--- config.mk ---
export PLATFORM = sky130hd
export DESIGN_NAME = can_tx_field_seq
export DESIGN_NICKNAME = d
export VERILOG_FILES = /design/src/rtl/can_tx_field_seq.sv
export SDC_FILE = /design/constraint.sdc
export NUM_CORES = 1
export LEC_CHECK = 0
export ABC_AREA = 1
export CELL_PAD_IN_SITES_DETAIL_PLACEMENT = 0
export CELL_PAD_IN_SITES_GLOBAL_PLACEMENT = 1
export CORE_MARGIN = 8
export CORE_UTILIZATION = 37
export DETAILED_ROUTE_END_ITERATION = 8
export PLACE_DENSITY_LB_ADDON = 0.15
export SLEW_MARGIN = 20
export SYNTH_ARGS = -nofsm -noshare
export SYNTH_HDL_FRONTEND = slang
export SYNTH_SLANG_ARGS = --single-unit
export TNS_END_PERCENT = 5
--- constraint.sdc ---
create_clock -name sp -period 2.75 [get_ports sp]
set_clock_uncertainty 0.15 [all_clocks]
set_input_delay 0.275 -clock sp [delete_from_list [all_inputs] [get_ports sp]]
set_output_delay 0.275 -clock sp [all_outputs]
set_load 0.005 [all_outputs]
--- src/rtl/can_tx_field_seq.sv ---
// CAN transmit field sequencer: steps SOF..IFS once per sample point and schedules stuff bits.
// Outputs are registered and describe the current bit time; there is no backpressure.
module can_tx_field_seq #(
  parameter int STUFF_LEN = 5,
  parameter int EOF_BITS  = 7,
  parameter int IFS_BITS  = 3
) (
  input  logic       sp,
  input  logic       reset,
  input  logic       start,
  input  logic       abort,
  input  logic       rtr,
  input  logic [3:0] dlc,
  input  logic       tx_bit,
  output logic [3:0] field,
  output logic [6:0] field_idx,
  output logic       is_stuff,
  output logic       stuff_val,
  output logic       busy,
  output logic       frame_done
);

  localparam int RW = $clog2(STUFF_LEN + 1);

  typedef enum logic [3:0] {
    F_IDLE    = 4'd0,
    F_SOF     = 4'd1,
    F_ID      = 4'd2,
    F_RTR     = 4'd3,
    F_IDE     = 4'd4,
    F_R0      = 4'd5,
    F_DLC     = 4'd6,
    F_DATA    = 4'd7,
    F_CRC     = 4'd8,
    F_CRC_DEL = 4'd9,
    F_ACK     = 4'd10,
    F_ACK_DEL = 4'd11,
    F_EOF     = 4'd12,
    F_IFS     = 4'd13
  } field_t;

  field_t        fs, fs_n;
  logic [6:0]    idx, idx_n;
  logic          stf, stf_n;
  logic          sv, sv_n;
  logic          done, done_n;
  logic [RW-1:0] run, run_n;
  logic [RW-1:0] run_upd;
  logic          last, last_n;
  logic [3:0]    nbytes, nbytes_n;

  function automatic logic [6:0] field_len(input field_t f, input logic [3:0] n);
    case (f)
      F_ID:    field_len = 7'd11;
      F_DLC:   field_len = 7'd4;
      F_DATA:  field_len = {n, 3'b000};
      F_CRC:   field_len = 7'd15;
      F_EOF:   field_len = 7'(EOF_BITS);
      F_IFS:   field_len = 7'(IFS_BITS);
      default: field_len = 7'd1;
    endcase
  endfunction

  always_comb begin
    fs_n     = fs;
    idx_n    = idx;
    stf_n    = 1'b0;
    sv_n     = 1'b0;
    done_n   = 1'b0;
    run_n    = run;
    last_n   = last;
    nbytes_n = nbytes;
    run_upd  = '0;
    if (fs == F_IDLE) begin
      if (start) begin
        fs_n     = F_SOF;
        idx_n    = 7'd0;
        run_n    = '0;
        nbytes_n = rtr ? 4'd0 : ((dlc > 4'd8) ? 4'd8 : dlc);
      end
    end else if (abort) begin
      fs_n   = F_IDLE;
      idx_n  = 7'd0;
      run_n  = '0;
      last_n = 1'b1;
    end else if (stf) begin
      // The stuff bit itself seeds the next run; field/idx already name the pending bit.
      run_n  = RW'(1);
      last_n = sv;
    end else begin
      if (idx == field_len(fs, nbytes) - 7'd1) begin
        idx_n = 7'd0;
        if (fs == F_IFS) begin
          fs_n   = F_IDLE;
          done_n = 1'b1;
        end else if (fs == F_DLC && nbytes == 4'd0) begin
          fs_n = F_CRC;
        end else begin
          fs_n = field_t'(fs + 4'd1);
        end
      end else begin
        idx_n = idx + 7'd1;
      end
      if (fs <= F_CRC) begin
        run_upd = (tx_bit == last) ? RW'(run + 1'b1) : RW'(1);
        run_n   = run_upd;
        last_n  = tx_bit;
        if (run_upd == RW'(STUFF_LEN)) begin
          stf_n = 1'b1;
          sv_n  = ~tx_bit;
        end
      end else begin
        run_n = '0;
      end
    end
  end

  always_ff @(posedge sp) begin
    if (reset) begin
      fs     <= F_IDLE;
      idx    <= 7'd0;
      stf    <= 1'b0;
      sv     <= 1'b0;
      done   <= 1'b0;
      run    <= '0;
      last   <= 1'b1;
      nbytes <= 4'd0;
    end else begin
      fs     <= fs_n;
      idx    <= idx_n;
      stf    <= stf_n;
      sv     <= sv_n;
      done   <= done_n;
      run    <= run_n;
      last   <= last_n;
      nbytes <= nbytes_n;
    end
  end

  assign field      = fs;
  assign field_idx  = idx;
  assign is_stuff   = stf;
  assign stuff_val  = sv;
  assign busy       = (fs != F_IDLE);
  assign frame_done = done;

endmodule
* Word-level counts from Yosys, hierarchy flattened
Cells that the tools add are included.
** Word-level totals
- Bits in registers :: 22
- Output and inout port bits :: 15
- Logic and storage cells :: 72
** Operators by class
- Add/subtract/negate cells :: 4
- Magnitude comparators :: 2
- Eq/ne operators :: 11
- Mux-type cells :: 29
- Bitwise operators :: 5
- Reductions and logical operators :: 13
** Operator list (number)
- 7-bit 2-to-1 mux :: 8
- 7-bit one-hot mux with 6 select lines :: 1
- 4-bit 2-to-1 mux :: 9
- 3-bit 2-to-1 mux :: 6
- 4-bit == test, second input constant :: 3
- 5-bit OR reduction :: 2
- 4-bit by 3-bit == test with 1-bit output, second input constant :: 2
- 4-bit logical NOT :: 2
- 7-bit by 1-bit adder with 7-bit output, second input constant :: 1
- 7-bit == test :: 1
- 7-bit by 1-bit subtractor with 7-bit output, second input constant :: 1
- 2-bit AND reduction :: 3
- 3-bit nonzero test :: 2
- 6-bit OR reduction :: 1
- 1-bit 2-to-1 mux :: 5
- 1-bit inverter :: 5
- 4-bit by 1-bit adder with 4-bit output, second input constant :: 1
- 4-bit by 2-bit == test with 1-bit output, second input constant :: 1
- 4-bit > comparator, second input constant :: 1
- 4-bit less-or-equal comparator, second input constant :: 1
- 4-bit nonzero test :: 1
- 3-bit by 1-bit adder with 3-bit output, second input constant :: 1
- 3-bit == test, second input constant :: 1
- 3-bit by 2-bit != test with 1-bit output, second input constant :: 1
- 4 further kinds :: 4

* Depth between registers and ports, before layout
Gate-level depths: netlist of the first run.
- Depth after elaboration :: 11
- Depth in mapped cells :: 17
- Gate-level depth less buffers :: 17

* Worst setup path before layout of the first run
OpenSTA, ideal clock, no wires.
- Path type :: register to register
- Start point :: register fs[0], in the netlist field[0]
- End point :: register fs[0], in the netlist field[0]
- Library setup time :: 0.113 ns
- Arrival :: 1.818 ns
- Data required time :: 2.487 ns
- Setup slack :: 0.669 ns
- Cell stages (with the launch flop) :: 17
- Buffers on the path :: 0
- Clock period less this slack :: 2.081 ns
- Cells stage by stage :: dfxtp_1 -> inv_1 -> ha_1 -> nand2_1 -> nand2_2 -> nor2_4 -> inv_1 -> nand2_1 -> nand2_1 -> nand2_1 -> nand2_2 -> nor2_4 -> nand2_2 -> nand2_4 -> nand3_4 -> nor2_1 -> nor2_1
** On the way
- Cells in the longest elaborated chain, start to end :: 9
- Elaborated cells between the ends (all ways) :: 25
- Classes of those cells :: 2 x add/sub; 9 x eq/ne; 10 x mux; 4 x reduce/logical
** RTL lines
- start, declared :: RTL line 42 : field_t fs, fs_n;
- start signal, assigned :: RTL line 129 : fs <= fs_n;
- 4-bit == test, or another cell as far along :: RTL line 53, 93
- 7-bit one-hot mux with 6 select lines :: RTL line 53 : case (f)
- 7-bit 2-to-1 mux :: RTL line 86 : end else if (stf) begin
- 7-bit 2-to-1 mux :: RTL line 81 : end else if (abort) begin
- 7-bit 2-to-1 mux :: RTL line 74 : if (fs == F_IDLE) begin
- 7-bit by 1-bit subtractor with 7-bit output :: RTL line 91 : if (idx == field_len(fs, nbytes) - 7'd1) begin
- 7-bit == test :: RTL line 91
- 3-bit nonzero test (no source line)
- 3-bit AND reduction (no source line)
Several ways; a longest one is shown, not always the timed one. The select of a mux whose other input is x is not followed.
A chain may end at the register's enable or synchronous reset.

* Final worst setup path of the first run
- Start point :: register fs[0], in the netlist field[0]
- End point :: register idx[6], in the netlist field_idx[6]
** On the way
- Cells in the longest elaborated chain, start to end :: 11
- Elaborated cells between the ends (all ways) :: 20
- Classes of those cells :: 1 x add/sub; 9 x eq/ne; 8 x mux; 2 x reduce/logical
** RTL lines
- 4-bit == test, or another cell as far along :: RTL line 53
- 7-bit one-hot mux with 6 select lines :: RTL line 53
- 7-bit 2-to-1 mux :: RTL line 86
- 7-bit 2-to-1 mux :: RTL line 81
- 7-bit 2-to-1 mux :: RTL line 74
- 7-bit by 1-bit subtractor with 7-bit output :: RTL line 91
- 7-bit == test :: RTL line 91
- 7-bit 2-to-1 mux :: RTL line 91
- 7-bit 2-to-1 mux :: RTL line 86
- 7-bit 2-to-1 mux :: RTL line 81
- 7-bit 2-to-1 mux :: RTL line 74
- end signal, assigned :: RTL line 130 : idx <= idx_n;
- end, declared :: RTL line 43 : logic [6:0] idx, idx_n;
Several ways; a longest one is shown, not always the timed one. The select of a mux whose other input is x is not followed.

==> run_results.csv, run 1 <==
group,metric,value,unit
run_status,status,"completed",
sta,tightest_slew,405.8,ps
floorplanning,io_pins,25,
cts,insertion_delay,260,ps
pwr,clock_power_share,16.2,%
critical_path,worstReg2RegStart,"field[0]",
synthesis,async_reset_ff_share,0,%
sta,min_period,2482,ps
min_path,whs_endpoint,"run[1]",
placement,portBuffers,24,
global_routing,grt_overflow,0,
drt,routed-via-count,1524,
sta,relSlewSlack,72.86,%
pwr,power_frac_comb,54.2,%
sta,setup_slack,268.1,ps
critical_path,required,2800,ps
sta,final-setup-viol-count,0,
cts,post_cts_buffers,0,
cts,cts_buffers,3,
cts,path_clk_slew,80,ps
synthesis,yosys.area_share.simple,45.11,%
synthesis,synth_fa_ha_area_share,4.930,%
final_layout,finalNetCount,276,
drt,vias_per_cell,4.932,
global_routing,grt_pass1_vias,1476,
drt,ant_nets,0,
floorplanning,num_rows,23,
floorplanning,die_h,80.15,um
cts,clock_sinks,22,
final_layout,fin_area,0.001873,sq mm
critical_path,critical_path.max_fanout,6,
cts,cts_tree,"done",
final_layout,final_core_util,47.16,%
synthesis,syn_avg_cell_area,6.535,sq um
placement,place_ws,316.6,ps
cts,clk_path_buf_depth,2,
floorplanning,dieWidth,80.15,um
pwr,p_leak,0.7902,nW
cts,clockRootBuffer,"clkbuf_8",
critical_path,r2r_cells,11,
synthesis,synth_top_family_by_area,"simple AND/OR/NAND/NOR gates",
final_layout,fillers,443,
critical_path,timing.rr.end,"field_idx[6]",
pwr,vdd_drop_max,0.0002766,V
synthesis,ys_ff_latch,22,
synthesis,ys_types,33,
synthesis,syn_area,0.001523,sq mm
pwr,seq_power_share,29.6,%
sta,hold_viol,0,
pwr,p_switching,0.6605,mW
cts,h-tree-depth,1,
global_routing,grt_pass1_wl,6789,um
placement,hpwlAfterDp,3142,um
synthesis,synth_fp_nets,249,
pwr,power-per-cell-area,772.0,mW/mm^2
final_layout,n_antenna_cell,0,
floorplanning,die-area,0.006424,sq mm
synthesis,synth-seq-area-share,28.92,%
global_routing,antenna_found_initial,0,
final_layout,final_common_cell,"nand2_1",
sta,tns,0,ps
sta,max_freq,402.9,MHz
synthesis,synth-compound-area-share,10.19,%
sta,rsz0062_at_grt,"no",
final_layout,layout-drive-gt1-share,9.653,%
drt,routed_wl,3886,um
synthesis,synth_cells,233,
floorplanning,core-area,0.003971,sq mm
min_path,min_path_cells,2,
placement,placed_cell_area,0.001818,sq mm
pwr,internal-power,0.7854,mW
global_routing,grt_max_degree,13,
synthesis,synth.area.mux_share,0,%
sta,fin_crit_sh,90.25,%
sta,final_max_slew_viol_count,0,
global_routing,grt_usage,12.92,%
synthesis,synth_xor_area_share,3.451,%
drt,drtPass1Iterations,4,
critical_path,cp-end-kind,"flip-flop",
floorplanning,start_util,38.34,%
drt,drt_iter0_drc,63,
critical_path,critPathLaunchType,"flip-flop",
synthesis,synth_edf_count,0,
min_path,worstHoldStart,"run[1]",
synthesis,yosysWarningCount,0,
final_layout,areaGrowthSynthToFinish,23.01,%
final_layout,register_area,440.4,sq um
job,maxCapViolations,0,
cts,cts_hold_buf,0,
final_layout,final_cell_mix,"nand2_1 (64), nor2_1 (27), inv_1 (24), clkdlybuf4s50_1 (24)",
placement,place_congestion,0.8601,
drt,wl_per_cell,12.58,um
critical_path,crit_type,"flip-flop to flip-flop",
critical_path,r2r_setup_slack,270,ps
cts,cts_resized,0,
pwr,swShare,45.68,%
min_path,hold_path_class,"flip-flop to flip-flop",
synthesis,synth_ff_type,"dfxtp_1",
drt,drc,0,
final_layout,multi_input_area,969.7,sq um
critical_path,arrival,2530,ps
## routing by layer
| metal | vias up | share of wire, % | GRT usage [%] |
|---|---|---|---|
| met5 | - | 0 | 0 |
| met4 | 0 | 0.62 | 4.182 |
| met3 | 2 | 3.1 | 2.344 |
| met2 | 19 | 45 | 19.81 |
| met1 | 686 | 52 | 17.67 |
| li1 | 817 | - | - |
## power groups by stage
stage	Sequential (mW)	Combinational (mW)	Clock, mW
after global placement	0.434	0.793	0
final	0.428	0.784	0.235
after detailed placement	0.435	0.782	0
after floorplan	0.416	0.578	0
after CTS	0.427	0.786	0.244
after global routing	0.437	0.897	0.259
## per-stage QoR
step	hold WS (ps)	cells	power [mW]
2_1_floorplan	202.9	233	0.9934
3_5_place_dp	321.9	305	1.217
6_report	334.0	309	1.446
5_1_grt	357.1	309	1.593
4_1_cts	335.2	309	1.458
3_3_place_gp	310.4	305	1.227
## cell type report
class | count | area share (%)
repair buffers | 25 | 13.23
flip-flops and latches | 22 | 23.51
well taps | 50 | 3.340
clock buffers | 4 | 2.939
multi-input cells | 182 | 51.77
inverters | 26 | 5.210
## critical path, cell delays in order, from the launching register on
cell     delay, ps
dfxtp_1        420
inv_1          120
ha_1           250
nand2_1        180
inv_1          140
nor2_4         190
inv_1          110
nor2_1         170
inv_1          130
a21oi_2        290
nand3_1        120
a21oi_1        130
## cell families after synthesis
kind of cell	after synthesis
adder cells (fa/ha/maj)	6
buffers and inverters	29
AND/OR/NAND/NOR	144
flip-flops	22
AO/OA/AOI/OAI	26
XOR/XNOR	6
## synthesized netlist by cell type (2+ instances only)
library cell,instances,area share (%)
a21oi_1,11,3.6
nor2_1,27,6.7
xor2_1,5,2.9
nor4_1,3,1.2
o21ai_0,6,2.0
nand3_1,22,7.2
clkbuf_1,2,0.49
nand2_1,64,16
inv_1,24,5.9
inv_2,2,0.49
nand2_2,6,2.5
dfxtp_1,22,29
nor2_2,4,1.6
nor2_4,4,3.0
ha_1,6,4.9
nand4_1,8,3.3
## flip-flops by register name, indices dropped and copies added, names as in the netlist
register	count
frame_done	1
last	1
is_stuff	1
run	3
nbytes	4
stuff_val	1
field	4
field_idx	7
## worst max-delay path by stage
stage / startpoint / end / slack [ps] / depth (start not counted)
2_1_floorplan: field[0] / field[0] / 670 / 16
3_3_place_gp: field[0] / field_idx[6] / 330 / 11
3_5_place_dp: field[0] / field_idx[6] / 320 / 11
4_1_cts: field[0] / field_idx[6] / 270 / 11
5_1_grt: field[0] / field_idx[3] / 40 / 11
6_report: field[0] / field_idx[6] / 270 / 11
Note: power is estimated with default switching activity, not from simulation.
==> inputs of run 2 (changes only) <==
--- a/config.mk
+++ b/config.mk
@@ -9,10 +9,10 @@
 export CELL_PAD_IN_SITES_DETAIL_PLACEMENT = 0
 export CELL_PAD_IN_SITES_GLOBAL_PLACEMENT = 1
 export CORE_MARGIN = 8
-export CORE_UTILIZATION = 37
+export CORE_UTILIZATION = 33
 export DETAILED_ROUTE_END_ITERATION = 8
 export PLACE_DENSITY_LB_ADDON = 0.15
-export SLEW_MARGIN = 20
+export SLEW_MARGIN = 40
 export SYNTH_ARGS = -nofsm -noshare
 export SYNTH_HDL_FRONTEND = slang
 export SYNTH_SLANG_ARGS = --single-unit
==> constraint.sdc (replaced) <==
create_clock -name sp -period 2.1 [get_ports sp]
set_clock_uncertainty 0.15 [all_clocks]
set_input_delay 0.21 -clock sp [delete_from_list [all_inputs] [get_ports sp]]
set_output_delay 0.21 -clock sp [all_outputs]
set_load 0.005 [all_outputs]
==> run 2 against run 1 <==
  * The run now ends with negative setup slack left
  * Critical path depth grew 5
  * Fmax grew 14%
  * Largest power group unchanged
  * Register-to-register slack lost 340 ps
  * Final area grew 18%
  * Power grew 56%
  * Worst setup slack lost 340 ps
  * Highest routed layer unchanged
  * Sequential share of layout area shrank 3.1 points
  * First-iteration DRC count grew 16%
  * Critical endpoint is now field[3]
  * Non-clock buffer count grew 33
  * Sequential power grew 34%
==> run_results.csv, run 2 (same netlist as run 1, synthesis figures left out) <==
group,metric,value,unit
run_status,status,"complete, but fails checks",
run_status,violations,"negative setup slack",
pwr,swShare,43.42,%
placement,place_congestion,0.7744,
sta,tightest_slew,277.6,ps
drt,drtPass1Iterations,4,
final_layout,final_cell_mix,"nand2_1 (60), buf_4 (33), nor2_1 (27), clkdlybuf4s50_1 (24), inv_1 (23)",
min_path,worstHoldStart,"run[1]",
cts,clock_sinks,22,
critical_path,cp-end-kind,"flip-flop",
critical_path,r2r_setup_slack,-70,ps
placement,placed_cells,338,
drt,routed-via-count,1646,
critical_path,required,2150,ps
final_layout,final_core_util,50.17,%
sta,fin_crit_sh,103.4,%
floorplanning,dieWidth,83.93,um
floorplanning,die-area,0.007044,sq mm
sta,max_freq,460.6,MHz
cts,insertion_delay,260,ps
drt,vias_per_cell,4.799,
final_layout,largest_register_ffs,7,
sta,rsz0062_at_grt,"yes",
critical_path,cp-startpoint,"field[1]",
cts,clk_path_buf_depth,2,
critical_path,critical_path.max_fanout,7,
critical_path,worstReg2RegStart,"field[1]",
sta,relSlewSlack,81.47,%
pwr,power-per-cell-area,1020,mW/mm^2
global_routing,antenna_found_initial,0,
sta,min_period,2171,ps
drt,ant_nets,0,
global_routing,grt_overflow,0,
critical_path,critPathLaunchType,"flip-flop",
pwr,seq_power_share,25.3,%
critical_path,r2r_cells,16,
pwr,p_switching,0.9814,mW
pwr,vdd_drop_max,0.0003700,V
pwr,power_frac_comb,62.9,%
final_layout,fin_cells,343,
final_layout,fillers,456,
cts,cts_buffers,3,
critical_path,timing.rr.end,"field[3]",
cts,clockRootBuffer,"clkbuf_8",
critical_path,crit_type,"flip-flop to flip-flop",
placement,portBuffers,24,
cts,h-tree-depth,1,
drt,wl_per_cell,12.51,um
final_layout,areaGrowthSynthToFinish,45.44,%
final_layout,final_common_cell,"nand2_1",
floorplanning,io_pins,25,
sta,final_max_slew_viol_count,0,
drt,drt_iter0_drc,73,
job,maxCapViolations,0,
floorplanning,die_h,83.93,um
final_layout,layout-drive-gt1-share,25.77,%
pwr,clock_power_share,11.7,%
placement,placed_cell_area,0.002053,sq mm
sta,final-setup-viol-count,8,
final_layout,n_antenna_cell,0,
critical_path,cp-endpoint,"field[3]",
final_layout,finalNetCount,309,
final_layout,fin_area,0.002215,sq mm
cts,cts_tree,"done",
floorplanning,num_rows,24,
floorplanning,start_util,34.50,%
cts,cts_hold_buf,0,
sta,tns,-322.6,ps
pwr,internal-power,1.279,mW
pwr,p_leak,0.9521,nW
global_routing,grt_pass1_wl,7403,um
drt,routed_wl,4290,um
drt,drc,0,
sta,hold_viol,0,
sta,setup_slack,-71.12,ps
min_path,hold_path_class,"flip-flop to flip-flop",
cts,path_clk_slew,80,ps
floorplanning,core-area,0.004414,sq mm
placement,hpwlAfterDp,3441,um
global_routing,grt_usage,12.46,%
critical_path,arrival,2220,ps
global_routing,grt_max_degree,17,
global_routing,grt_pass1_vias,1582,
pwr,total_power,2.260,mW
==> run 2: timing repair <==
action / in CTS / in global routing
gates resized for setup: 21 / 7
pin swaps: 4 / 5
buffers inserted: 0 / 2
cloned: 0 / 0
endpoints found under the setup margin: 13 / 13
hold endpoints to repair: 0 / 0
==> run 2: cell type report <==
cell class | instances | area, sq um | share of cell area [%]
multi-input cells | 182 | 1056 | 47.68
flip-flops and latches | 22 | 452.9 | 20.45
repair buffers | 58 | 499.2 | 22.54
inverters | 26 | 100.1 | 4.520
clock buffers | 3 | 41.29 | 1.864
well taps | 52 | 65.06 | 2.938
==> run 2: power by group through the flow <==
stage	clock network (mW)	logic, mW	registers (mW)
floorplan	0	0.757	0.544
global placement	0	1.32	0.556
detailed placement	0	1.32	0.556
CTS	0.273	1.38	0.568
global route	0.291	1.59	0.582
finish	0.265	1.42	0.573
==> run 2: worst min path at each step <==
stage                     cells past startpoint  slack, ps         to
after global routing                          2        360  nbytes[0]
after floorplan                               1        140  stuff_val
after CTS                                     2        330     run[1]
final                                         2        330     run[1]
after detailed placement                      2        320     run[1]
after global placement                        2        310     run[1]
==> run 2: layer usage <==
layer	part of all wire, %	GRT usage [%]
met4	0.49	3.768
met3	3.0	2.148
met5	0	0
met2	43	19.09
met1	53	17.13
==> run 2: metrics by stage <==
| stage | hold WS (ps) | setup WS [ps] |
|---|---|---|
| 6_report | 327.4 | -71.12 |
| 5_1_grt | 364.2 | -247.7 |
| 4_1_cts | 333.6 | -28.37 |
| 3_5_place_dp | 322.4 | -177.2 |
| 3_3_place_gp | 305.8 | -191.7 |
| 2_1_floorplan | 137.9 | 19.20 |
==> run 2: critical path, stage by stage (launching register included) <==
cell	delay, ps
dfxtp_4	370
buf_4	140
ha_4	170
nand2_4	70
nand2_2	60
nor2_4	170
buf_4	150
nand4_1	90
nand2_1	90
inv_1	50
nor2_2	130
nand2_2	100
nand2_4	70
nand3_4	90
nand2_1	70
nand2_1	60
nor2_2	80
